**src/rtl/if_id_fetch_stage.sv**
```systemverilog
// rtl/if_id_fetch_stage.sv - instruction fetch stage with IF/ID pipeline register
// Optional fetch/bubble performance counters are enabled by defining FETCH_PERF_CNT_EN.
module if_id_fetch_stage #(
  parameter int unsigned       XLEN      = 32,
  parameter logic [XLEN-1:0]   RESET_PC  = '0,
  parameter logic [XLEN-1:0]   NOP_INSTR = XLEN'(32'h0000_0013)
) (
  input  logic            clk,
  input  logic            rst_n,
  output logic            imem_req_o,
  output logic [XLEN-1:0] imem_addr_o,
  input  logic            imem_gnt_i,
  input  logic            imem_rvalid_i,
  input  logic [XLEN-1:0] imem_rdata_i,
  input  logic            stall_i,
  input  logic            flush_i,
  input  logic            redirect_i,
  input  logic [XLEN-1:0] redirect_pc_i,
  output logic            if_id_valid_o,
  output logic [XLEN-1:0] if_id_pc_o,
  output logic [XLEN-1:0] if_id_instr_o,
  output logic [6:0]      if_id_opcode_o,
  output logic [31:0]     fetch_cnt_o,
  output logic [31:0]     bubble_cnt_o
);

  typedef enum logic [1:0] {S_REQ, S_WAIT, S_HOLD, S_DROP} state_t;

  state_t          r_state;
  state_t          w_state_nxt;
  logic [XLEN-1:0] r_pc;
  logic [XLEN-1:0] w_pc_nxt;
  logic [XLEN-1:0] w_redirect_pc;
  logic [XLEN-1:0] w_pc_inc;
  logic [XLEN-1:0] r_hold_pc;
  logic [XLEN-1:0] r_hold_instr;
  logic            w_hold_cap;
  logic            w_load;
  logic [XLEN-1:0] w_load_pc;
  logic [XLEN-1:0] w_load_instr;
  logic            r_valid;
  logic [XLEN-1:0] r_if_pc;
  logic [XLEN-1:0] r_if_instr;

  assign w_redirect_pc = {redirect_pc_i[XLEN-1:2], 2'b00};
  assign w_pc_inc      = r_pc + XLEN'(4);

  // Reset gating keeps the request low while the state register sits in REQ.
  assign imem_req_o  = rst_n && (r_state == S_REQ) && !redirect_i;
  assign imem_addr_o = r_pc;

  always_comb begin
    w_state_nxt  = r_state;
    w_pc_nxt     = r_pc;
    w_hold_cap   = 1'b0;
    w_load       = 1'b0;
    w_load_pc    = r_pc;
    w_load_instr = imem_rdata_i;
    case (r_state)
      S_REQ: begin
        if (redirect_i) begin
          w_pc_nxt = w_redirect_pc;
        end else if (imem_gnt_i) begin
          w_state_nxt = S_WAIT;
        end
      end
      S_WAIT: begin
        if (redirect_i) begin
          w_pc_nxt    = w_redirect_pc;
          w_state_nxt = imem_rvalid_i ? S_REQ : S_DROP;
        end else if (imem_rvalid_i) begin
          w_pc_nxt = w_pc_inc;
          if (stall_i) begin
            w_hold_cap  = 1'b1;
            w_state_nxt = S_HOLD;
          end else begin
            w_load      = 1'b1;
            w_state_nxt = S_REQ;
          end
        end
      end
      S_HOLD: begin
        if (redirect_i) begin
          w_pc_nxt    = w_redirect_pc;
          w_state_nxt = S_REQ;
        end else if (!stall_i) begin
          w_load       = 1'b1;
          w_load_pc    = r_hold_pc;
          w_load_instr = r_hold_instr;
          w_state_nxt  = S_REQ;
        end
      end
      S_DROP: begin
        if (redirect_i) begin
          w_pc_nxt = w_redirect_pc;
        end
        if (imem_rvalid_i) begin
          w_state_nxt = S_REQ;
        end
      end
      default: w_state_nxt = S_REQ;
    endcase
  end

  always_ff @(posedge clk or negedge rst_n) begin
    if (!rst_n) begin
      r_state      <= S_REQ;
      r_pc         <= RESET_PC;
      r_hold_pc    <= '0;
      r_hold_instr <= '0;
    end else begin
      r_state <= w_state_nxt;
      r_pc    <= w_pc_nxt;
      if (w_hold_cap) begin
        r_hold_pc    <= r_pc;
        r_hold_instr <= imem_rdata_i;
      end
    end
  end

  // Flush squashes whatever would have been loaded; stall freezes the register.
  always_ff @(posedge clk or negedge rst_n) begin
    if (!rst_n) begin
      r_valid    <= 1'b0;
      r_if_pc    <= '0;
      r_if_instr <= NOP_INSTR;
    end else if (flush_i) begin
      r_valid    <= 1'b0;
      r_if_instr <= NOP_INSTR;
    end else if (!stall_i) begin
      if (w_load) begin
        r_valid    <= 1'b1;
        r_if_pc    <= w_load_pc;
        r_if_instr <= w_load_instr;
      end else begin
        r_valid    <= 1'b0;
        r_if_instr <= NOP_INSTR;
      end
    end
  end

  assign if_id_valid_o  = r_valid;
  assign if_id_pc_o     = r_if_pc;
  assign if_id_instr_o  = r_if_instr;
  assign if_id_opcode_o = r_if_instr[6:0];

`ifdef FETCH_PERF_CNT_EN
  logic        w_fetch_evt;
  logic        w_bubble_evt;
  logic [31:0] r_fetch_cnt;
  logic [31:0] r_bubble_cnt;

  assign w_fetch_evt  = !flush_i && w_load;
  assign w_bubble_evt = flush_i || (!stall_i && !w_load);

  always_ff @(posedge clk or negedge rst_n) begin
    if (!rst_n) begin
      r_fetch_cnt  <= '0;
      r_bubble_cnt <= '0;
    end else begin
      if (w_fetch_evt && (r_fetch_cnt != 32'hFFFF_FFFF)) begin
        r_fetch_cnt <= r_fetch_cnt + 32'd1;
      end
      if (w_bubble_evt && (r_bubble_cnt != 32'hFFFF_FFFF)) begin
        r_bubble_cnt <= r_bubble_cnt + 32'd1;
      end
    end
  end

  assign fetch_cnt_o  = r_fetch_cnt;
  assign bubble_cnt_o = r_bubble_cnt;
`else
  assign fetch_cnt_o  = 32'd0;
  assign bubble_cnt_o = 32'd0;
`endif

endmodule

```
**config.mk**
```make
export PLATFORM = sky130hd
export DESIGN_NAME = if_id_fetch_stage
export DESIGN_NICKNAME = d
export VERILOG_FILES = /design/src/rtl/if_id_fetch_stage.sv
export SDC_FILE = /design/constraint.sdc
export NUM_CORES = 1
export LEC_CHECK = 0
export ABC_AREA = 1
export CORE_MARGIN = 2
export CORE_UTILIZATION = 52
export DETAILED_ROUTE_END_ITERATION = 16
export GPL_ROUTABILITY_DRIVEN = 0
export PLACE_DENSITY_LB_ADDON = 0.05
export SLEW_MARGIN = 10
export SYNTH_ARGS = -nofsm -noshare
export SYNTH_HDL_FRONTEND = slang
export SYNTH_SLANG_ARGS = --single-unit
```
**constraint.sdc**
```tcl
create_clock -name clk -period 4.3 [get_ports clk]
set_clock_uncertainty 0.05 [all_clocks]
set_input_delay 0.86 -clock clk [delete_from_list [all_inputs] [get_ports clk]]
set_output_delay 0.86 -clock clk [all_outputs]
set_load 0.1 [all_outputs]
```
==> reports/results.tsv <==
metric	value	unit
worst reg-to-reg path cell count	8	
fillers	1380	
cell taking the most area after synthesis	dfrtp_1	
clock sink total	157	
CTS buffer count	17	
layout cell share with drive strength beyond 1	0.1003	
Final Hold Vio Count	0	
peak supply drop	0.5060	mV
Main synth FF type	dfrtp_1	
Util after Layout	0.6602	
GRT Util Overall	0.2316	
setup slack, reg-to-reg	1.58	ns
first-pass detailed-route iteration total	5	
clock latency on the worst-skew pair	0.43	ns
Area Overhead vs Synth	23.27	%
post-CTS setup buffer count	0	
top post-synthesis cells by count	nand2_1, dfrtp_1, inv_1, o21ai_1, buf_4	
CTS tree	yes	
setup TNS	0	ns
Synth Register Bits	157	
Levels on crit path	1	
clock buffer depth	2	
CTS clk-pin slew, worst paths	0.06	ns
ys async rst share	1.000	
initial core utilization	0.5356	
Area contributors post-synth	dfrtp_1, nand2_1, buf_4, o21ai_2, o21ai_1	
pwr dens	718.9	nW/µm²
final net count	1281	
DP HPWL	14150	µm
Die Height	132.4	µm
global-route wire length before repair	32600	µm
crit path launch type	flip-flop	
delay of the slowest critical-path stage	1.19	ns
via count	7115	
clk root buf	clkbuf_16	
fin crit share	0.7057	
CP max stage cell	clkdlybuf4s50_1	
status	finished clean	
footprint of the multi-input gates	3613	µm²
Detailed Route WL	20130	µm
most frequent cell after synthesis	nand2_1	
# DRC	0	
initial antenna violation count	0	
count of routing violations after the opening detailed-route iteration	510	
max-slew violations	0	
RSZ-0062 raised after global routing	false	
leakage power	5.123	nW
DRT antenna net count	0	
EDFF count, synth	0	
io pins	240	
core area	16000	µm²
worst r2r src	r_state[1]$_DFFE_PN0P_	
Data arrival, critical path	2.12	ns
CP Data Required Time	3.39	ns
Via density	4.969	
CP cell instances	clkdlybuf4s50_1	
Ys Warns	0	
Port Buffers	169	
pin count of the biggest net entering global routing	126	
Die Width	132.4	µm
site row count	46	
vias in the first global route	6503	
actual slew at the worst max-slew pin	1.037	ns
Sequential Area	3933	µm²
synth unique cells	37	
worst min path class	in -> async	
drt wl/cell	14.06	µm
Final min period	3.034	ns
Synth Cell Area	8569	µm²
sequential area share after synthesis	0.4589	
cell count after placement	1401	
Die ar.	17520	µm²
Hold Buf Count CTS	0	
delay-heaviest family, CP	buffers and inverters	
Setup crit end	imem_addr_o[20]	
Max Freq	0.3296	GHz
CP max FO	6	
kind of critical path	reg -> out	
Worst slew margin	0.3065	
crit path from	imem_addr_o[20]$_DFFE_PN0P_	
gr ovfl total	0	
Critical path buffers and inverters	1	
Mean Syn Cell Area	8.069	µm²
H-Tree Level Count	4	
Ant. Diodes	0	
CTS-repair resized insts	0	
Final Instance Count excl. Fillers	1432	
max_cap viols	0	
Syn Inst Count	1062	
RR Endpoint	r_hold_instr[28]$_DFFE_PN0P_	
Synth top area share	0.4497	
final setup fails	0	
crit end category	primary output	
-- cell type report --
type,count,area share
multi-input combinational,754,0.3421
tap,216,0.02558
clock buffer,26,0.05010
clock inverter,5,0.007343
sequential,157,0.3723
timing repair buffer,180,0.1690
inverter,94,0.03364
-- power breakdown --
group	switching, mW	internal [mW]
registers	0.332	1.98
logic	2.88	0.865
clock network	0.582	0.959
-- state kept, by name, summed over array words and instances (netlist names) --
name,cells
if_id_valid_o,1
r_hold_instr,32
if_id_pc_o,30
imem_addr_o,30
if_id_instr_o,32
r_state,2
r_hold_pc,30
-- layer usage --
metal / GRT usage / part of all wire / routed length [µm] / up-vias
met5: 0 / 0 / 0 / -
met4: 0.08542 / 0.022 / 450 / 0
met3: 0.04960 / 0.068 / 1374 / 37
met2: 0.3414 / 0.44 / 8809 / 281
met1: 0.3368 / 0.47 / 9498 / 3246
li1: - / - / - / 3551
-- cells in the final DEF (no fill, tap or decap), types with 2 or more instances in the layout --
| cell type | synthesis | final |
|---|---|---|
| nand2_1 | 304 | 304 |
| clkdlybuf4s50_1 | 0 | 167 |
| dfrtp_1 | 154 | 154 |
| inv_1 | 88 | 88 |
| o21ai_1 | 82 | 82 |
| o21ai_0 | 75 | 75 |
| conb_1 | 1 | 68 |
| nor2_1 | 68 | 67 |
| o21ai_2 | 51 | 51 |
| nand3_1 | 37 | 37 |
| clkbuf_16 | 0 | 17 |
| a21oi_1 | 12 | 12 |
| buf_4 | 81 | 11 |
| o22ai_1 | 10 | 10 |
| clkbuf_8 | 0 | 7 |
| nor2_2 | 5 | 6 |
| nor3_1 | 6 | 6 |
| ha_1 | 6 | 6 |
| inv_2 | 5 | 5 |
| a31oi_1 | 5 | 5 |
| nor2_4 | 4 | 4 |
| nand4_1 | 4 | 4 |
| nand2_4 | 3 | 3 |
| nand2_2 | 3 | 3 |
| dfstp_2 | 3 | 3 |
| o211ai_1 | 2 | 2 |
| clkbuf_1 | 14 | 2 |
| clkinv_2 | 0 | 2 |
| bufinv_16 | 0 | 2 |
-- per-stage QoR --
step | setup slack [ns] | power, mW | cell area, µm² | hold slack, ns
CTS | 1.258 | 7.625 | 10560 | 0.3884
global route | 1.219 | 7.967 | 10560 | 0.4060
finish | 1.266 | 7.595 | 10560 | 0.3714
global placement | 0.9966 | 6.027 | 9957 | 0.4072
floorplan | 1.233 | 5.272 | 8821 | 0.3979
detailed placement | 0.9736 | 6.072 | 9957 | 0.4116
-- worst reg2reg max path, stage by stage, from the launching register on --
cell and delay, ns:
dfrtp_1 0.40, inv_1 0.12, ha_1 0.40, nand2_4 0.13, inv_2 0.26, nand3_4 0.61
buf_4 0.48, nand2_1 0.08, o21ai_1 0.05
-- logic make-up after synthesis --
logic type / count (synthesis) / share of synthesized area
xor+xnor: 1 / 0.001022
compound gates: 239 / 0.1666
other cells: 1 / 0.0004376
simple gates: 440 / 0.2152
flops: 157 / 0.4589
buf+inv: 218 / 0.1491
fa+ha+maj: 6 / 0.008760
-- how the worst min path moves through the flow --
stage	start	end	slack, ns	cells after the start
2_1_floorplan	r_hold_instr[10]$_DFFE_PN0P_	r_hold_instr[10]$_DFFE_PN0P_	0.40	2
3_3_place_gp	r_hold_instr[7]$_DFFE_PN0P_	r_hold_instr[7]$_DFFE_PN0P_	0.41	2
3_5_place_dp	r_hold_instr[7]$_DFFE_PN0P_	r_hold_instr[7]$_DFFE_PN0P_	0.41	2
4_1_cts	rst_n	imem_addr_o[14]$_DFFE_PN0P_	0.39	1
5_1_grt	rst_n	r_hold_pc[8]$_DFFE_PN0P_	0.41	1
6_report	rst_n	r_hold_pc[8]$_DFFE_PN0P_	0.37	1
Power figures use the tool's default switching activity.
